File: src/rtl/iterative_alu.sv
// iterative_alu: single-cycle add/sub/and/or plus bit-serial sll/srl with start/done/busy handshake.
// Define ALU_OVERFLOW_DETECT_EN to add the registered signed-overflow flag ovf.
module iterative_alu #(
   parameter int WIDTH   = 32,
   parameter int SHAMT_W = 5
) (
   input  logic               clk,
   input  logic               rst,
   input  logic               start,
   input  logic [3:0]         ctrl,
   input  logic [WIDTH-1:0]   a,
   input  logic [WIDTH-1:0]   b,
   input  logic [SHAMT_W-1:0] shamt,
   output logic [WIDTH-1:0]   result,
   output logic               zero,
   output logic               done,
   output logic               busy,
`ifdef ALU_OVERFLOW_DETECT_EN
   output logic               ovf,
`endif
   output logic               illegal
);
   typedef enum logic {IDLE, SHIFT} state_t;
   state_t state, state_nxt;
   logic [WIDTH-1:0] acc, acc_nxt, op_res, res_nxt, shifted;
   logic [SHAMT_W-1:0] cnt, cnt_nxt;
   logic dir, dir_nxt, legal, is_shift, start_shift, cmp, busy_nxt, ill_nxt, last;
   always_comb begin
      legal  = 1'b1;
      op_res = '0;
      case (ctrl)
         4'b0010: op_res = a + b;
         4'b0100: op_res = a - b;
         4'b0000: op_res = a & b;
         4'b0001: op_res = a | b;
         4'b1000, 4'b1001: op_res = a;
         default: legal = 1'b0;
      endcase
   end
   assign is_shift    = ctrl[3:1] == 3'b100;
   assign start_shift = state == IDLE && start && is_shift && shamt != '0;
   assign shifted     = dir ? acc >> 1 : acc << 1;
   assign last        = cnt == SHAMT_W'(1);
   always_comb begin
      state_nxt = state;
      case (state)
         IDLE:    state_nxt = start_shift ? SHIFT : IDLE;
         SHIFT:   state_nxt = last ? IDLE : SHIFT;
         default: state_nxt = IDLE;
      endcase
   end
   always_comb begin
      cmp      = state == IDLE ? start && !start_shift : last;
      res_nxt  = state == SHIFT ? shifted : (legal ? op_res : '0);
      acc_nxt  = start_shift ? a : (state == SHIFT ? shifted : acc);
      cnt_nxt  = start_shift ? shamt : (state == SHIFT ? cnt - 1'b1 : cnt);
      dir_nxt  = start_shift ? ctrl[0] : dir;
      busy_nxt = start_shift || (state == SHIFT && !last);
      ill_nxt  = state == IDLE && start && !legal;
   end
`ifdef ALU_OVERFLOW_DETECT_EN
   logic ovf_nxt;
   // Signed overflow only exists for add/sub issued from IDLE; shifts complete with ovf=0
   always_comb begin
      ovf_nxt = 1'b0;
      if (state == IDLE && ctrl == 4'b0010)
         ovf_nxt = a[WIDTH-1] == b[WIDTH-1] && op_res[WIDTH-1] != a[WIDTH-1];
      else if (state == IDLE && ctrl == 4'b0100)
         ovf_nxt = a[WIDTH-1] != b[WIDTH-1] && op_res[WIDTH-1] != a[WIDTH-1];
   end
   always_ff @(posedge clk or posedge rst)
      if (rst) ovf <= 1'b0;
      else if (cmp) ovf <= ovf_nxt;
`endif
   always_ff @(posedge clk or posedge rst) begin
      if (rst) begin
         state   <= IDLE;
         acc     <= '0;
         cnt     <= '0;
         dir     <= 1'b0;
         result  <= '0;
         zero    <= 1'b1;
         done    <= 1'b0;
         busy    <= 1'b0;
         illegal <= 1'b0;
      end else begin
         state   <= state_nxt;
         acc     <= acc_nxt;
         cnt     <= cnt_nxt;
         dir     <= dir_nxt;
         done    <= cmp;
         busy    <= busy_nxt;
         illegal <= ill_nxt;
         if (cmp) begin
            result <= res_nxt;
            zero   <= res_nxt == '0;
         end
      end
   end
endmodule
File: config.mk
export PLATFORM = sky130hd
export DESIGN_NAME = iterative_alu
export DESIGN_NICKNAME = d
export VERILOG_FILES = /design/src/rtl/iterative_alu.sv
export SDC_FILE = /design/constraint.sdc
export NUM_CORES = 1
export LEC_CHECK = 0
export CAP_MARGIN = 20
export CORE_ASPECT_RATIO = 2
export CORE_MARGIN = 5
export CORE_UTILIZATION = 45
export DETAILED_ROUTE_END_ITERATION = 8
export GPL_ROUTABILITY_DRIVEN = 1
export GPL_TIMING_DRIVEN = 0
export PLACE_DENSITY = 0.76
export SLEW_MARGIN = 10
export SYNTH_ARGS = -nofsm -noshare
export SYNTH_HDL_FRONTEND = slang
export SYNTH_SLANG_ARGS = --single-unit
File: constraint.sdc
create_clock -name clk -period 7.46 [get_ports clk]
set_input_delay 1.492 -clock clk [delete_from_list [all_inputs] [get_ports clk]]
set_output_delay 1.492 -clock clk [all_outputs]
set_load 0.005 [all_outputs]
# Word-level counts from Yosys, hierarchy flattened
# Index checks and enable logic that the tools add are counted.
[word_totals] regBits=75 input_bits=76 out_inout_bits=36 wordCells=51
[op_classes] addsub=3 eq_ne=7 mux=13 bitwise=3 n_reduce_logical=16
[op_table] operator="$mux 32" n=5
[op_table] operator="$pmux 32 s5" n=1
[op_table] operator="$add 32x32->32" n=1
[op_table] operator="$and 32x32->32" n=1
[op_table] operator="$logic_not 32->1" n=1
[op_table] operator="$or 32x32->32" n=1
[op_table] operator="$sub 32x32->32" n=1
[op_table] operator="$mux 5" n=2
[op_table] operator="$eq 4x4->1 const B" n=2
[op_table] operator="$logic_and 1x1->1" n=6
[op_table] operator="$reduce_or 6->1" n=1
[op_table] operator="$eq 5x1->1 const B" n=1
[op_table] operator="$reduce_bool 5->1" n=1
[op_table] operator="$sub 5x1->5 const B" n=1
[op_table] operator="$eq 4x1->1 const B" n=1
[op_table] operator="$eq 4x2->1 const B" n=1
[op_table] operator="$eq 4x3->1 const B" n=1
[op_table] operator="$logic_not 4->1" n=1
[op_table] operator="$mux 1" n=4
[op_table] operator="$eq 3x3->1 const B" n=1
[op_table] operator="$logic_not 1->1" n=3
[op_table] operator="$pmux 1 s2" n=1
[op_table] operator="$reduce_bool 2->1" n=1
[op_table] operator="$reduce_or 2->1" n=1
[op_table] operator="2 further kinds" n=2

# Depth between registers and ports, before layout
[logic_depth] word_depth=7 mapped_depth=20 ltp_nobuf=18

# Worst setup path before layout
# No wires, ideal clock.
[synth_timing] path_type="input to register" from="in b[2]" to="reg zero" setup_ns=0.097 t_arrival_ns=5.434 required_time_ns=7.363 setup_slack_ns=1.929 path_stages=19 n_path_buf=3 cell_sequence="clkbuf_1 -> nor4_1 -> nand2b_1 -> nor3b_1 -> and2_1 -> a21oi_1 -> xnor2_1 -> ha_1 -> clkbuf_1 -> a21o_1 -> a21o_1 -> a221o_1 -> o21ba_1 -> clkbuf_1 -> o31ai_1 -> xnor2_1 -> a2111oi_0 -> nand4_1 -> o41ai_2"
[synth_between] elab_chain_cells=5 elab_cells_between_ends=8 cone_classes="2 x add/sub; 3 x mux; 2 x bitwise; 1 x reduce/logical"
[synth_rtl] item="start, declared" line_no="12" source="input logic [WIDTH-1:0] b,"
[synth_rtl] item="$sub 32x32->32 (tied with other cells)" line_no="33" source="4'b0100: op_res = a - b;"
[synth_rtl] item="$pmux 32 s5 (*)" line_no="31" source="case (ctrl)"
[synth_rtl] item="$mux 32 (*) (2 in series)" line_no="54" source="res_nxt = state == SHIFT ? shifted : (legal ? op_res : '0);"
[synth_rtl] item="$logic_not 32->1 (*)" line_no="96" source="zero <= res_nxt == '0;"
[synth_rtl] item="end signal, assigned" line_no="82" source="zero <= 1'b1;"
[synth_rtl] item="end signal, assigned" line_no="96"
[synth_rtl] item="end, declared" line_no="15" source="output logic zero,"
# Every way passes the cells marked *; elsewhere a longest branch is shown, timed or not.
# A chain may end at the register's enable or synchronous reset.

# Final worst setup path
[layout_timing] from="in ctrl[3]" to="reg zero"
[layout_between] elab_chain_cells=6 elab_cells_between_ends=19 cone_classes="6 x eq/ne; 5 x mux; 8 x reduce/logical"
[layout_rtl] item="start, declared" line_no="10" source="input logic [3:0] ctrl,"
[layout_rtl] item="$eq 4x4->1 (tied with other cells)" line_no="31"
[layout_rtl] item="$reduce_or 2->1 (tied with other cells)" line_no="31"
[layout_rtl] item="$pmux 32 s5 (tied with other cells)" line_no="31"
[layout_rtl] item="$mux 32 or $logic_not 1->1 (tied branches)" line_no="54, 53"
[layout_rtl] item="$mux 32 or $logic_and 1x1->1 (tied branches)" line_no="54, 53"
[layout_rtl] item="$logic_not 32->1 or $mux 1 (tied branches)" line_no="96, 53"
# Parallel ways exist; a longest one is shown, timed or not.

==> metrics list <==
- Remaining antenna violation count: 0
- Pin count of the biggest net entering global routing: 63
* Crit start category: input pin
- Once layout is done, the placed cells without fillers occupy 8899 um^2.
- The most used flip-flop cell after synthesis is sky130_fd_sc_hd__dfrtp_1.
- Hold Fails Final Rpt: 0
- Placed Cells: 1236
* Final weighted congestion in routability-driven placement: 0.9711
* Initial cell density of the core: 45.65%
- Worst reg2reg path startpoint: dir
- Area of the die: 18790 um^2
- Cell type of the slowest stage on the worst timing path: sky130_fd_sc_hd__o311ai_1
- Period utilisation layout: 98.51%
- The first global-routing pass estimated 42.69 mm of wire.
- Across the whole layout, storage elements account for 1878 um^2.
* Transition at the pin with the smallest max-transition slack: 981.4 ps
* Wire length after detailed routing: 28.00 mm
* Clock transition at path regs: 60 ps
- Net count reported at finish: 1159
- Synthesized-area fraction occupied by and/or/nand/nor cells: 20.05%
* Worst path arrival time: 7590 ps
- The cell family contributing the most delay on the critical path is simple AND/OR/NAND/NOR gates.
* DRC errors left: 0
* Maximum resistive drop on vdd: 0.1499 mV
- In the synthesized netlist the async set-or-reset flop fraction comes to 100.0%.
- Detailed placement finished with a half-perimeter wire length of 22.40 mm.
- Synthesized area per cell: 7.779 um^2
* Layout Cells excl Fill: 1251
- The critical path starts at ctrl[3].
* Cell internal power dissipation: 1.520 mW
* Category of the critical setup timing path: in -> reg
- Before CTS, the worst setup slack after placement is -332.0 ps.
- Of the total power, the clock network draws 18.6%.
- Synth-to-layout area growth: 23.54%
- Largest stage delay on the critical path: 740 ps
- The mapped netlist covers 7203 um^2.
* Synthesized instance count: 926
- After clock tree synthesis, the flow added hold-fix buffers numbering 0.
* Proportion of power drawn by flip-flops and latches: 27.4%
- The clock passes through at most 2 buffers.
- Run status: complete, no violations
- Flop and latch count out of synthesis: 75
- Of the total synthesized cell area, the portion taken by full adders, half adders and majority gates is 6.670%.
- # Post-CTS Setup Buffers: 0
- Cell area after placement: 8566 um^2
- RSZ-0062 raised after global routing: no
- Standard cell core area: 15780 um^2
- In the final routed layout, each cell accounts on average for 22.38 um.
- 0 antenna diodes ended up in the layout.
- The first routing iteration left 897 violations.
- In this run the vertical extent of the chip is 188.9 um.
- Timing would allow up to 136.1 MHz.
* Share of the yosys chip area belonging to registers: 26.07%
* Buffers plus inverters on the worst setup path: 3
* Maximum net fanout on the critical path: 10
* Via count of the first global-routing pass: 7950
- Count of TritonRoute iterations in the first routing pass: 6
* Die Width: 99.46 um
- Clock latency at the later pin of the worst-skew pair: 340 ps
- Compound-cell area share of the yosys netlist: 30.33%
- Number of warnings issued by yosys: 0
- During I/O placement, the number of pins put on the boundary was 112.
* Leakage dissipation: 3.629 nW
- For the final routed database, the setup TNS stands at 0 ps.
- Via density per instance: 6.500
- STA classifies the critical path endpoint as a flop.
- Net Sw Frac: 41.48%
* Multi-input logic area: 5005 um^2
* Rel. slew slack: 34.07%
- The tool flagged a number of max-cap violations equal to 0.
- The count of buffers added on input and output ports is 108.
- The synthesized design contains 0 enable-type register cells.
* Final Max Slew Viols: 0
- Post-synthesis mux area share: 5.941%
* Worst min-delay path startpoint: result[0]
- Fraction of layout cells with a size suffix above 1: 4.667%
- GRT Overall Usage: 29.09%
- Across all setup checks in the final design, the least slack found is 111.2 ps.
- Number of buffers added by the clock tree synthesis step: 9
- Across the routed clock network, the largest skew measured is 5.198 ps.
* H-tree levels: 3
* FILL cells: 1532
- Overall power consumption after layout is estimated at 2.597 mW.
- Setup violations remaining at the end of the flow were counted as 0.
* Final Critical Period: 7349 ps
- Root buffer cell: sky130_fd_sc_hd__clkbuf_16
- Library cells used by synthesis: 66
- Required @ worst endpoint: 7700 ps
- Main combinational cell family by area after synthesis: compound AO/OA/AOI/OAI gates
- Antenna violations before repair: 0
- The detailed router placed 8131 vias in this run.
- Traced cell by cell, the critical path runs through clkdlybuf4s50_1, or2_1, buf_2, nor3_2, clkbuf_1, nor2_1, xnor2_1, ha_1, nor2b_1, o31a_1, o311ai_1, a21oi_1, o21ai_1, nor3_1, nor3_1, nand4_1, or3_1, o41ai_2.
- In this run the worst hold path is classified as reg -> reg.
- Counting stages on the worst path, the most repeated cell is sky130_fd_sc_hd__nor3_1.
* Share of the synthesized netlist area taken by xor and xnor gates: 6.427%
* Number of placement rows: 65
- TritonCTS built the clock tree.
- Power per cell area: 291.8 nW/um^2
- For this design, the sink count on the clock tree is 75.
- Net switching power: 1.077 mW
* Combinational Power Share: 54.0%
- Summed over all layers, the global routing overflow is 0.
- Quantity of gates resized following cts: 0
* Synthesized net count: 1039
==> tightest hold or removal path, delay by kind of cell, from the launching register on <==
| kind | cells | cell delay, ps |
|---|---|---|
| and+or+nand+nor | 2 | 120 |
| DFF | 1 | 340 |
==> per-stage QoR <==
step | hold slack [ps] | utilization [%]
2_1_floorplan | 474.7 | -
3_3_place_gp | 481.2 | 54.10
3_5_place_dp | 486.8 | 54.29
4_1_cts | 499.9 | 56.36
5_1_grt | 518.6 | 56.40
6_report | 494.2 | 56.40
==> routing by layer <==
layer / vias up / part of all wire (%) / GRT usage (%)
met4: 0 / 6.9 / 19.83
met2: 476 / 51 / 50.98
met5: - / 0 / 0
met1: 3836 / 35 / 32.34
li1: 3692 / - / -
met3: 127 / 6.8 / 3.134
==> cell usage after synthesis (18+ instances only) <==
| cell type | instances | share of area (%) |
|---|---|---|
| sky130_fd_sc_hd__dfrtp_1 | 74 | 26 |
| sky130_fd_sc_hd__ha_1 | 36 | 6.3 |
| sky130_fd_sc_hd__nor3_1 | 21 | 1.5 |
| sky130_fd_sc_hd__nand2_1 | 57 | 3.0 |
| sky130_fd_sc_hd__a221o_1 | 18 | 2.5 |
| sky130_fd_sc_hd__and3_1 | 20 | 1.7 |
| sky130_fd_sc_hd__a21oi_1 | 123 | 8.5 |
| sky130_fd_sc_hd__a21o_1 | 18 | 1.9 |
| sky130_fd_sc_hd__mux2_2 | 22 | 3.4 |
| sky130_fd_sc_hd__o21ai_0 | 75 | 5.2 |
| sky130_fd_sc_hd__nor2_1 | 84 | 4.4 |
| sky130_fd_sc_hd__xor2_1 | 24 | 2.9 |
| sky130_fd_sc_hd__inv_1 | 21 | 1.1 |
| sky130_fd_sc_hd__nor2b_1 | 23 | 2.0 |
| sky130_fd_sc_hd__xnor2_1 | 27 | 3.3 |
| sky130_fd_sc_hd__clkbuf_1 | 60 | 3.1 |
==> flip-flops by register name (all words and copies together), names as in the netlist <==
name and count:
dir 1, state 1, busy 1, done 1
result 32, zero 1, cnt 5, acc 32
illegal 1
==> worst paths after layout <==
check,depth (start not counted),to,slack (ps)
worst max-delay path,18,zero,110
worst min-delay path,2,result[0],490
worst max register to register,10,zero,3290
min in group asynchronous,2,result[0],1420
worst min register to register,2,result[0],490
max in group asynchronous,3,zero,5420
==> power groups by stage <==
stage	combinational (mW)	sequential, mW	clock [mW]
final	1.40	0.711	0.484
after CTS	1.37	0.709	0.482
after global placement	1.34	0.705	0
after floorplan	0.821	0.691	0
after global routing	1.50	0.735	0.497
after detailed placement	1.36	0.713	0
==> area by class of cell <==
type                    instances  share of cell area, %
flip-flops and latches         75                  21.11
plain buffers                  65                  2.784
well taps                     201                  2.826
multi-input cells             765                  56.24
clock inverters                 4                 0.8296
repair buffers                109                  12.46
inverters                      21                 0.9139
clock buffers                  11                  2.840
==> logic make-up after synthesis <==
family,Yosys count
buffers and inverters,86
AND/OR/NAND/NOR,286
adder cells (fa/ha/maj),38
AO/OA/AOI/OAI,350
flip-flops,75
XOR/XNOR,52
multiplexers,39
==> cells in the final DEF, fill, tap and decap left out, types with 9 or more instances in the layout <==
master	count
sky130_fd_sc_hd__o21ai_0	75
sky130_fd_sc_hd__o21ai_1	13
sky130_fd_sc_hd__a21o_1	18
sky130_fd_sc_hd__mux2_2	22
sky130_fd_sc_hd__clkdlybuf4s50_1	108
sky130_fd_sc_hd__nor2_1	84
sky130_fd_sc_hd__inv_1	20
sky130_fd_sc_hd__nand4_1	13
sky130_fd_sc_hd__ha_1	36
sky130_fd_sc_hd__mux2i_1	9
sky130_fd_sc_hd__o31ai_1	13
sky130_fd_sc_hd__clkbuf_16	9
sky130_fd_sc_hd__nand2_1	57
sky130_fd_sc_hd__or3_1	13
sky130_fd_sc_hd__a221o_1	18
sky130_fd_sc_hd__nor3_1	20
sky130_fd_sc_hd__nor2b_1	23
sky130_fd_sc_hd__clkbuf_1	59
sky130_fd_sc_hd__dfrtp_1	74
sky130_fd_sc_hd__o21a_1	13
sky130_fd_sc_hd__xor2_1	24
sky130_fd_sc_hd__and3_1	20
sky130_fd_sc_hd__a31oi_1	11
sky130_fd_sc_hd__xnor2_1	27
sky130_fd_sc_hd__a21oi_1	123
sky130_fd_sc_hd__nand3_1	11
Power figures use the tool's default switching activity.
